<file path="src/rtl/uart_rx_core.sv">
// UART receive engine: 16x oversampled start/data/parity/stop capture with a
// single-entry holding register and sticky overrun for the register file.
module uart_rx_core #(
  parameter int DATA_W = 8,
  parameter int OVS    = 16
) (
  input  logic              ACLK,
  input  logic              ARESET,
  input  logic              rx_sample_pulse,
  input  logic              rxd,
  input  logic              rx_en,
  input  logic              parity_en,
  input  logic              parity_odd,
  input  logic              rx_rd,
  input  logic              err_clr,
  output logic [DATA_W-1:0] rx_data,
  output logic              rx_valid,
  output logic              parity_err,
  output logic              frame_err,
  output logic              overrun,
  output logic              rx_busy
);

  typedef enum logic [2:0] {IDLE, START, DATA, PARITY, STOP} state_t;

  localparam logic [3:0] MID_CNT  = 4'(OVS/2 - 1);
  localparam logic [3:0] LAST_CNT = 4'(OVS - 1);
  localparam logic [2:0] LAST_BIT = 3'(DATA_W - 1);

  state_t            state;
  logic              rxd_m, rxd_s;
  logic              armed;
  logic [3:0]        sample_cnt;
  logic [2:0]        bit_cnt;
  logic [DATA_W-1:0] shreg;
  logic              perr_q;
  logic              done;

  // Frame completes on the pulse that samples mid-stop
  assign done = rx_en && rx_sample_pulse && (state == STOP) && (sample_cnt == LAST_CNT);

  always_ff @(posedge ACLK) begin
    if (ARESET) begin
      rxd_m      <= 1'b1;
      rxd_s      <= 1'b1;
      state      <= IDLE;
      rx_busy    <= 1'b0;
      armed      <= 1'b0;
      sample_cnt <= '0;
      bit_cnt    <= '0;
      shreg      <= '0;
      perr_q     <= 1'b0;
      rx_data    <= '0;
      rx_valid   <= 1'b0;
      parity_err <= 1'b0;
      frame_err  <= 1'b0;
      overrun    <= 1'b0;
    end else begin
      rxd_m <= rxd;
      rxd_s <= rxd_m;

      if (!rx_en) begin
        state      <= IDLE;
        rx_busy    <= 1'b0;
        armed      <= 1'b0;
        sample_cnt <= '0;
        bit_cnt    <= '0;
      end else if (rx_sample_pulse) begin
        case (state)
          IDLE: begin
            if (armed && !rxd_s) begin
              state      <= START;
              rx_busy    <= 1'b1;
              sample_cnt <= '0;
            end else if (rxd_s) begin
              armed <= 1'b1;
            end
          end
          START: begin
            if (sample_cnt == MID_CNT) begin
              sample_cnt <= '0;
              if (rxd_s) begin
                state   <= IDLE;
                rx_busy <= 1'b0;
              end else begin
                state   <= DATA;
                bit_cnt <= '0;
              end
            end else begin
              sample_cnt <= sample_cnt + 4'd1;
            end
          end
          DATA: begin
            if (sample_cnt == LAST_CNT) begin
              shreg      <= {rxd_s, shreg[DATA_W-1:1]};
              sample_cnt <= '0;
              if (bit_cnt == LAST_BIT) state <= parity_en ? PARITY : STOP;
              else                     bit_cnt <= bit_cnt + 3'd1;
            end else begin
              sample_cnt <= sample_cnt + 4'd1;
            end
          end
          PARITY: begin
            if (sample_cnt == LAST_CNT) begin
              perr_q     <= ((^shreg) ^ rxd_s) != parity_odd;
              sample_cnt <= '0;
              state      <= STOP;
            end else begin
              sample_cnt <= sample_cnt + 4'd1;
            end
          end
          STOP: begin
            if (sample_cnt == LAST_CNT) begin
              sample_cnt <= '0;
              state      <= IDLE;
              rx_busy    <= 1'b0;
              // A low stop (break) disarms until the line is seen high again
              armed      <= rxd_s;
            end else begin
              sample_cnt <= sample_cnt + 4'd1;
            end
          end
          default: begin
            state   <= IDLE;
            rx_busy <= 1'b0;
          end
        endcase
      end

      if (err_clr) overrun <= 1'b0;

      if (done) begin
        if (!rx_valid || rx_rd) begin
          rx_data    <= shreg;
          parity_err <= parity_en & perr_q;
          frame_err  <= ~rxd_s;
          rx_valid   <= 1'b1;
        end else begin
          overrun <= 1'b1;
        end
      end else if (rx_rd) begin
        rx_valid <= 1'b0;
      end
    end
  end

endmodule

</file>
<file path="config.mk">
export PLATFORM = sky130hd
export DESIGN_NAME = uart_rx_core
export DESIGN_NICKNAME = d
export VERILOG_FILES = /design/src/rtl/uart_rx_core.sv
export SDC_FILE = /design/constraint.sdc
export NUM_CORES = 1
export LEC_CHECK = 0
export BUFFER_PORTS_ARGS = -buffer_cell sky130_fd_sc_hd__buf_4
export CORE_MARGIN = 2
export CORE_UTILIZATION = 42
export CTS_BUF_LIST = sky130_fd_sc_hd__clkbuf_8
export CTS_CLUSTER_DIAMETER = 30
export CTS_CLUSTER_SIZE = 24
export DETAILED_ROUTE_END_ITERATION = 10
export PLACE_DENSITY_LB_ADDON = 0.08
export SLEW_MARGIN = 20
export SYNTH_ARGS = -nofsm -noshare
export SYNTH_HDL_FRONTEND = slang
export SYNTH_SLANG_ARGS = --single-unit
</file>
<file path="constraint.sdc">
create_clock -name ACLK -period 2.2 [get_ports ACLK]
set_clock_uncertainty 0.05 [all_clocks]
set_input_delay 0.33 -clock ACLK [delete_from_list [all_inputs] [get_ports ACLK]]
set_output_delay 0.33 -clock ACLK [all_outputs]
set_load 0.1 [all_outputs]
</file>
==> run summary <==
Area Overhead vs Synth = 18.8%
status = finished clean
clk_lat worst skew = 0.29 ns
Clock Root Buffer = clkbuf_8
Commonest cells post-synth = 35 x dfxtp_1, 31 x nor2_1, 21 x mux2i_1
Post-Syn Instances = 190
Slew headroom = 48.2%
Main synth FF type = dfxtp_1
number of synthesized flops with an enable pin = 0
Yosys cell types = 39
P_leak = 0.000736 uW
WP data arrival = 2.16 ns
Initial Util = 42.7%
Post-CTS Resized = 0
ant diodes = 0
CTS Hold Bufs = 0
input/output buffers = 21
layout cells sized above 1 = 20.0%
remaining global-route overflow = 0
Clock transition at path regs = 0.07 ns
Yosys warnings = 0
RSZ-0062 raised after global routing = false
final hold violations = 0
Layout Nets = 226
# IOs = 22
CP Max Fanout = 11
pwr dens = 566 nW/um2
number of global-route vias before repair = 1,341
routed len/inst = 13.4 um
Worst setup EP type = flip-flop
Setup Crit Path Kind = flip-flop to flip-flop
Worst Path Required = 2.33 ns
first-pass GRT wire length = 6000 um
die area = 4530 um2
CTS tree = built
Seq/Total Area, Yosys = 41.6%
Area contributors post-synth = dfxtp_1 42%, mux2i_1 12%, nor2_1 6.9%
DRT iter0 DRCs = 65
initial antenna violation count = 0
max-cap violations = 0
largest net degree at the start of global routing = 25
chip width = 67.3 um
CTS Buf Count = 5
syn_nets = 202
placed inst area = 1920 um2
synthesized area = 1680 um2
vias per cell = 5.20
Hold Path Depth = 2
H-tree levels = 2
#FFs+latches synth = 35
Post-Route Setup TNS = 0 ns
Hold Path Class = input pin to flip-flop
Design Area, Final = 2000 um2
ANT nets after route = 0
fmax = 0.492 GHz
drt pass-1 iters = 5
Slew Limit Fails = 0
final period utilization = 92.3%
worst reg-to-reg setup slack = 0.17 ns
DRC Markers = 0
RR Startpoint = sample_cnt[1]
num rows = 23
Synth Area per Inst = 8.86 um2
hold endpoint = rxd_m
Routability Congestion = 0.867
Core Box Area = 3940 um2
CTS Sinks = 35
Yosys top cell area share = 41.6%
Vias = 1,377
reg2reg path depth = 7
most numerous cell in the Yosys netlist = dfxtp_1
Post-DP HPWL = 2630 um
library cell with the largest summed area after synthesis = dfxtp_1
Setup Fix Bufs, Post-CTS = 0
actual slew at the worst max-slew pin = 0.768 ns
startpoint types = flip-flop
asr flop ratio synth = 0%
minimum clock period = 2.03 ns
Routed WL = 3540 um
clk buf depth = 2
die height = 67.3 um
Max VDD drop = 0.387 mV
reg2reg end = rx_data[6]
Worst Min Path Start = rxd
# setup viols final = 0
GRT Total Usage = 18.0%
## routing by layer
layer	global-route usage (%)	wire length (um)	vias up
li1	-	-	698
met1	19.1	1460	638
met2	32.1	1850	32
met3	5.33	148	9
met4	9.69	85	0
met5	0	0	-
## per-stage QoR
step	instances	utilization, %	power, uW	setup slack (ns)	hold slack, ns
final	265	50.7	1130	0.169	0.169
after global routing	265	50.7	1190	0.0349	0.154
after CTS	265	50.7	1150	0.152	0.161
after detailed placement	257	48.6	693	0.184	0.360
after global placement	257	48.6	692	0.204	0.341
after floorplan	190	-	675	0.271	0.339
## worst max-delay path by stage
stage	startpoint	end	slack (ns)	cells after the start
3_5_place_dp	sample_cnt[1]	rx_data[1]	0.18	7
2_1_floorplan	sample_cnt[1]	frame_err	0.27	7
3_3_place_gp	sample_cnt[1]	rx_data[7]	0.20	7
6_report	sample_cnt[1]	rx_data[6]	0.17	7
4_1_cts	sample_cnt[1]	rx_data[1]	0.15	7
5_1_grt	sample_cnt[1]	rx_data[6]	0.03	7
## critical path, stage by stage (launching register included)
cell	delay, ns
dfxtp_1	0.37
ha_1	0.24
nand3_1	0.12
or4_4	0.56
nor2b_2	0.17
buf_12	0.16
mux2i_1	0.19
nor2_1	0.05
## logic make-up after synthesis
group,count (synthesis),share of synthesized area (%)
simple gates,70,20.1
flops,35,41.6
mux,21,12.5
compound gates,32,12.5
buf+inv,16,4.31
fa+ha+maj,4,2.82
xor+xnor,12,6.24
## sequential cells by signal, summed over array words and instances (netlist names)
register    cells
rx_valid        1
state           3
rxd_s           1
rxd_m           1
sample_cnt      4
overrun         1
shreg           8
perr_q          1
armed           1
rx_busy         1
rx_data         8
frame_err       1
parity_err      1
bit_cnt         3
## layout make-up
cell class / instances / area, um2
clock buffer: 5 / 68.8
timing repair buffer: 28 / 223
tap: 50 / 62.6
inverter: 5 / 18.8
fill: 384 / 1940
multi-input combinational: 139 / 911
clock inverter: 3 / 16.3
sequential: 35 / 701
## power breakdown
| group | total [uW] | switching [uW] | internal [uW] |
|---|---|---|---|
| clock | 456 | 239 | 217 |
| combinational | 39.4 | 21.5 | 17.9 |
| sequential | 638 | 2.56 | 636 |
| total | 1130 | 263 | 870 |
## layout by cell type, fill, tap and decap left out, drive strengths merged, types with 3 or more instances in the layout
cell	count
nor3	4
o21ai	5
xnor2	10
buf	28
inv	6
nand3	7
a21oi	12
mux2i	21
a31oi	3
clkbuf	5
nand2	9
a211oi	3
ha	3
or2	3
nand2b	3
dfxtp	35
nor2	32
Power figures use the tool's default switching activity.
